File: config.mk
export PLATFORM = sky130hd
export DESIGN_NAME = bcd_hex_display_flat
export DESIGN_NICKNAME = d
export VERILOG_FILES = /design/src/rtl/bcd_hex_if.sv /design/src/rtl/bcd_hex_display.sv /design/src/flat_wrapper.sv
export SDC_FILE = /design/constraint.sdc
export NUM_CORES = 1
export LEC_CHECK = 0
export BUFFER_PORTS_ARGS = -buffer_cell sky130_fd_sc_hd__buf_2
export CORE_MARGIN = 2
export CORE_UTILIZATION = 53
export CTS_CLUSTER_SIZE = 25
export DETAILED_ROUTE_END_ITERATION = 16
export MAX_ROUTING_LAYER = met4
export PLACE_DENSITY = 0.74
export SETUP_SLACK_MARGIN = 0.02
export SLEW_MARGIN = 20
export SYNTH_ARGS = -nofsm -noshare
export SYNTH_HDL_FRONTEND = slang
export SYNTH_SLANG_ARGS = --single-unit
export TNS_END_PERCENT = 1
File: constraint.sdc
create_clock -name clk -period 3.5 [get_ports clk]
set_clock_uncertainty 0.1 [all_clocks]
set_input_delay 0.7 -clock clk [delete_from_list [all_inputs] [get_ports clk]]
set_output_delay 0.7 -clock clk [all_outputs]
set_load 0.02 [all_outputs]
File: src/rtl/bcd_hex_if.sv
// Bus between a BCD source and the seven-segment display driver.
// load is a one-cycle capture strobe with no backpressure: bcd_in is taken
// on every rising clk edge where load is high, and the display never stalls.
interface bcd_hex_if;
  logic        load;
  logic [11:0] bcd_in;
  logic        blink_en;
  logic [6:0]  HEX2;
  logic [6:0]  HEX1;
  logic [6:0]  HEX0;
  logic        err;
  logic        blink_on;  // debug view of the blink FSM: 1 = ON phase

  modport master (
    output load, bcd_in, blink_en,
    input  HEX2, HEX1, HEX0, err, blink_on
  );

  modport slave (
    input  load, bcd_in, blink_en,
    output HEX2, HEX1, HEX0, err, blink_on
  );
endinterface

File: src/rtl/bcd_hex_display.sv
// Holds a 3-digit packed BCD value and drives three active-low 7-segment
// displays with leading-zero blanking, error display and optional blinking.
module bcd_hex_display #(
  parameter int unsigned BLINK_DIV = 25000000,
  parameter bit          BLANK_LZ  = 1'b1
) (
  input logic       clk,
  input logic       reset,
  bcd_hex_if.slave  bus
);

  localparam int unsigned CW = (BLINK_DIV > 2) ? $clog2(BLINK_DIV) : 1;
  localparam logic [CW-1:0] CNT_MAX = CW'(BLINK_DIV - 1);

  localparam logic [6:0] SEG_E     = 7'b0000110;
  localparam logic [6:0] SEG_BLANK = 7'b1111111;

  typedef enum logic {ST_ON = 1'b0, ST_OFF = 1'b1} blink_state_t;

  blink_state_t  state_q, state_d;
  logic [CW-1:0] cnt_q, cnt_d;
  logic [11:0]   bcd_q;
  logic [3:0]    dig_h, dig_t, dig_o;
  logic          bad;
  logic [6:0]    hex2_d, hex1_d, hex0_d;

  function automatic logic [6:0] seg7(input logic [3:0] d);
    case (d)
      4'd0:    seg7 = 7'b1000000;
      4'd1:    seg7 = 7'b1111001;
      4'd2:    seg7 = 7'b0100100;
      4'd3:    seg7 = 7'b0110000;
      4'd4:    seg7 = 7'b0011001;
      4'd5:    seg7 = 7'b0010010;
      4'd6:    seg7 = 7'b0000010;
      4'd7:    seg7 = 7'b1111000;
      4'd8:    seg7 = 7'b0000000;
      4'd9:    seg7 = 7'b0010000;
      default: seg7 = SEG_E;
    endcase
  endfunction

  always_ff @(posedge clk or posedge reset) begin
    if (reset) begin
      bcd_q <= 12'h000;
    end else if (bus.load) begin
      bcd_q <= bus.bcd_in;
    end
  end

  always_ff @(posedge clk or posedge reset) begin
    if (reset) begin
      state_q <= ST_ON;
      cnt_q   <= '0;
    end else begin
      state_q <= state_d;
      cnt_q   <= cnt_d;
    end
  end

  // Disabling blink parks the FSM in ON with a cleared counter.
  always_comb begin
    state_d = state_q;
    cnt_d   = cnt_q;
    if (!bus.blink_en) begin
      state_d = ST_ON;
      cnt_d   = '0;
    end else if (cnt_q == CNT_MAX) begin
      cnt_d   = '0;
      state_d = (state_q == ST_ON) ? ST_OFF : ST_ON;
    end else begin
      cnt_d   = cnt_q + 1'b1;
    end
  end

  assign dig_h = bcd_q[11:8];
  assign dig_t = bcd_q[7:4];
  assign dig_o = bcd_q[3:0];
  assign bad   = (dig_h > 4'd9) || (dig_t > 4'd9) || (dig_o > 4'd9);

  // Priority: blink-off blanking, then error, then leading-zero blanking.
  always_comb begin
    hex2_d = seg7(dig_h);
    hex1_d = seg7(dig_t);
    hex0_d = seg7(dig_o);
    if (bad) begin
      hex2_d = SEG_E;
      hex1_d = SEG_E;
      hex0_d = SEG_E;
    end else if (BLANK_LZ) begin
      if (dig_h == 4'd0) hex2_d = SEG_BLANK;
      if (dig_h == 4'd0 && dig_t == 4'd0) hex1_d = SEG_BLANK;
    end
    if (bus.blink_en && state_q == ST_OFF) begin
      hex2_d = SEG_BLANK;
      hex1_d = SEG_BLANK;
      hex0_d = SEG_BLANK;
    end
  end

  always_ff @(posedge clk or posedge reset) begin
    if (reset) begin
      bus.HEX2 <= SEG_BLANK;
      bus.HEX1 <= SEG_BLANK;
      bus.HEX0 <= SEG_BLANK;
      bus.err  <= 1'b0;
    end else begin
      bus.HEX2 <= hex2_d;
      bus.HEX1 <= hex1_d;
      bus.HEX0 <= hex0_d;
      bus.err  <= bad;
    end
  end

  assign bus.blink_on = (state_q == ST_ON);

endmodule

File: src/flat_wrapper.sv
// flat-port wrapper written by rule: the top's interface ports become plain ports
module bcd_hex_display_flat 
#(
  parameter int unsigned BLINK_DIV = 25000000,
  parameter bit          BLANK_LZ  = 1'b1
)
  (clk, reset, bus_load, bus_bcd_in, bus_blink_en, bus_HEX2, bus_HEX1, bus_HEX0, bus_err, bus_blink_on);
  bcd_hex_if bus_i ();
  input logic clk;
  input logic reset;
  input wire logic [$bits(bus_i.load)-1:0] bus_load;
  input wire logic [$bits(bus_i.bcd_in)-1:0] bus_bcd_in;
  input wire logic [$bits(bus_i.blink_en)-1:0] bus_blink_en;
  output wire logic [$bits(bus_i.HEX2)-1:0] bus_HEX2;
  output wire logic [$bits(bus_i.HEX1)-1:0] bus_HEX1;
  output wire logic [$bits(bus_i.HEX0)-1:0] bus_HEX0;
  output wire logic [$bits(bus_i.err)-1:0] bus_err;
  output wire logic [$bits(bus_i.blink_on)-1:0] bus_blink_on;
  assign bus_i.load = bus_load;
  assign bus_i.bcd_in = bus_bcd_in;
  assign bus_i.blink_en = bus_blink_en;
  assign bus_HEX2 = bus_i.HEX2;
  assign bus_HEX1 = bus_i.HEX1;
  assign bus_HEX0 = bus_i.HEX0;
  assign bus_err = bus_i.err;
  assign bus_blink_on = bus_i.blink_on;
  bcd_hex_display #(.BLINK_DIV(BLINK_DIV), .BLANK_LZ(BLANK_LZ)) u_core (.clk(clk), .reset(reset), .bus(bus_i));
endmodule
==> flow_summary.ini <==
[cells_and_area]
n_antenna_cell = 0
nFillCells = 478
post-route-util_pct = 63.2
area_growth_pct = 14.7
nets = 383
drive_above_1_share_pct = 23.4
final_cells = 427

[cts]
cts-root-buf = clkbuf_8
cts.clk_slew.worst_paths_ps = 70
cts_tree = done
clock-sinks = 60
ctsHoldBuffers = 0
cts_resized = 0
cts_made_buffers = 9
postCtsSetupRepairBufs = 0
max-clock-path-buffers = 2
cts.htree.levels = 3
insertion_delay_ps = 340

[detailed_routing]
first_pass_iters = 5
first_iter_violations = 141
avgViaCountPerCell = 5.38
wl_um = 6000
vias = 2299
post_drt_wl_per_cell_um = 14.1
ant_nets = 0
post-route-drc-count = 0

[place]
routabilityCongestion = 0.832
post-dp-hpwl_um = 4290
portBuffers = 38
dpl.cell_count = 411
post-place-ws_ps = 1160

[sta]
fmax_ghz = 0.419
max_slew_margin_pct = 43.7
hold_viol_final = 0
tightest_slew_ps = 844
fin_ws_ps = 1110
finalCritPeriodShare_pct = 68.2
setup_viol = 0
drv_slew = 0
rsz0062_at_grt = false
tns_ps = 0
period_minus_slack_ps = 2390

[grt]
first_global_vias = 2202
grt_remaining_overflow = 0
grt_start_max_net_pins = 30
antenna_found_initial = 0
gr-usage-all-layers_pct = 21.8
grt_pass1_wl_um = 10200

[yosys]
synth_cell_type_count = 37
avgSynthCellArea_um2 = 9.72
ys_seq_elements = 60
ys.flop_type = dfrtp_1
netlist_area_um2 = 3030
synth_edf_count = 0
ys_seq_area_share_pct = 50.4
syn_nets = 345
async_flop_share_pct = 100
yosys_warnings = 0
synthCells = 312

[die]
dieWidth_um = 79.7
die_y_um = 79.7
core_um2 = 5510
start_util_pct = 55.1
ioPinCount = 39
fp-row-count = 27
die_area_um2 = 6350

[power_and_ir_drop]
p_leak_nw = 1.51
power.density_nw_per_um2 = 471
ir_drop_uv = 265

[setup_path]
worstPathRequired_ps = 3660
worstSetupPathType = register to register
critPathLaunch = u_core.cnt_q[0]
cp_max_fo = 13
crit_path_end_kind = register
critPathArrivalTime_ps = 2550
timing.rr.start = u_core.cnt_q[0]
worstSetupStartpointType = register

[outcome]
outcome = completed

[min_path]
hold_class = primary input to asynchronous set/reset pin

[job]
drv_cap = 0
## kinds of logic after synthesis
kind of cell | count (synthesis) | synth area share [%]
xor gates and xnor gates | 10 | 2.89
AOI/OAI and AO/OA | 85 | 15.5
muxes | 6 | 2.19
adders and majority gates | 17 | 7.01
DFF | 60 | 50.4
and+or+nand+nor | 104 | 18.3
buffers and inverters | 30 | 3.75
## cells in the mapped netlist (7+ instances only)
master	number	area share (%)
or3_1	10	2.1
dfstp_2	21	18
inv_1	16	2.0
nand2b_1	7	1.4
nand4_1	8	1.6
nor2_1	27	3.3
dfrtp_1	39	32
ha_1	17	7.0
xnor2_1	8	2.3
nand2_1	22	2.7
o21ai_0	32	5.3
a21oi_1	35	5.8
clkbuf_1	13	1.6
## final timing paths
path,depth (start not counted),slack [ps],end
min in group clk,1,390,u_core.cnt_q[0]
worst min register to register,1,390,u_core.cnt_q[0]
worst max-delay path,5,1110,u_core.cnt_q[24]
worst max register to register,5,1110,u_core.cnt_q[24]
max in group asynchronous,3,2270,u_core.bus.HEX1[1]
worst min-delay path,2,320,u_core.cnt_q[4]
## worst max-delay path: stages, from the launching register on
cell and delay [ps]:
dfrtp_1 390, ha_1 240, nand2_1 120, or4_1 720, or4_1 560, a21oi_1 170
## placed cells by master, fill, tap and decap left out, types with 2 or more instances in the layout
master and n:
and2_1 4, or4_1 6, buf_4 3, o21a_1 2, clkbuf_1 3, o21bai_1 3, dfstp_2 21, xnor2_1 8
buf_2 38, nand2_1 22, nor3_1 5, xor2_1 2, nor2_1 27, o211ai_1 2, o31ai_1 5, a21o_1 2
and3_1 3, nand3_1 4, inv_1 15, or3_1 10, ha_1 17, dfrtp_1 39, o21ai_0 32, nand4_1 8
clkbuf_8 11, and4_1 3, nand2b_1 7, mux2_2 5, a21oi_1 35
## where the power goes
| group | switching, W | internal, W | total (W) |
|---|---|---|---|
| Sequential | 0.0000386 | 0.000752 | 0.000791 |
| Clock | 0.000261 | 0.000367 | 0.000628 |
| Combinational | 0.000138 | 0.0000823 | 0.000220 |
## cell type report
type	instances	area, um2	area share, %
Clock buffer	14	163	4.67
Sequential cell	60	1530	43.9
Timing Repair Buffer	41	213	6.11
Clock inverter	2	35.0	1.01
Multi-Input combinational cell	222	1390	40.0
Inverter	16	60.1	1.73
Tap cell	72	90.1	2.59
## state kept, by name, indices dropped and copies added, names as in the netlist
signal,cells
u_core.state_q,1
u_core.bus.HEX1,7
u_core.bcd_q,12
u_core.bus.err,1
u_core.bus.HEX0,7
u_core.bus.HEX2,7
u_core.cnt_q,25
## routing by layer
layer  part of all wire [%]  vias to the layer above  GRT usage, %
li1                       -                     1171             -
met1                     44                     1076          25.1
met2                     51                       35          35.3
met3                    2.6                       17          3.96
met4                    3.0                        0          13.6
met5                      0                        -             -
## through the flow
step	cell area, um2	hold slack, ps	power, W
after floorplan	3030	353	0.000954
after global placement	3280	363	0.00102
after detailed placement	3280	378	0.00102
after CTS	3480	325	0.00166
after global routing	3480	372	0.00172
final	3480	317	0.00164
No activity file was read; power rests on OpenSTA's default activity.
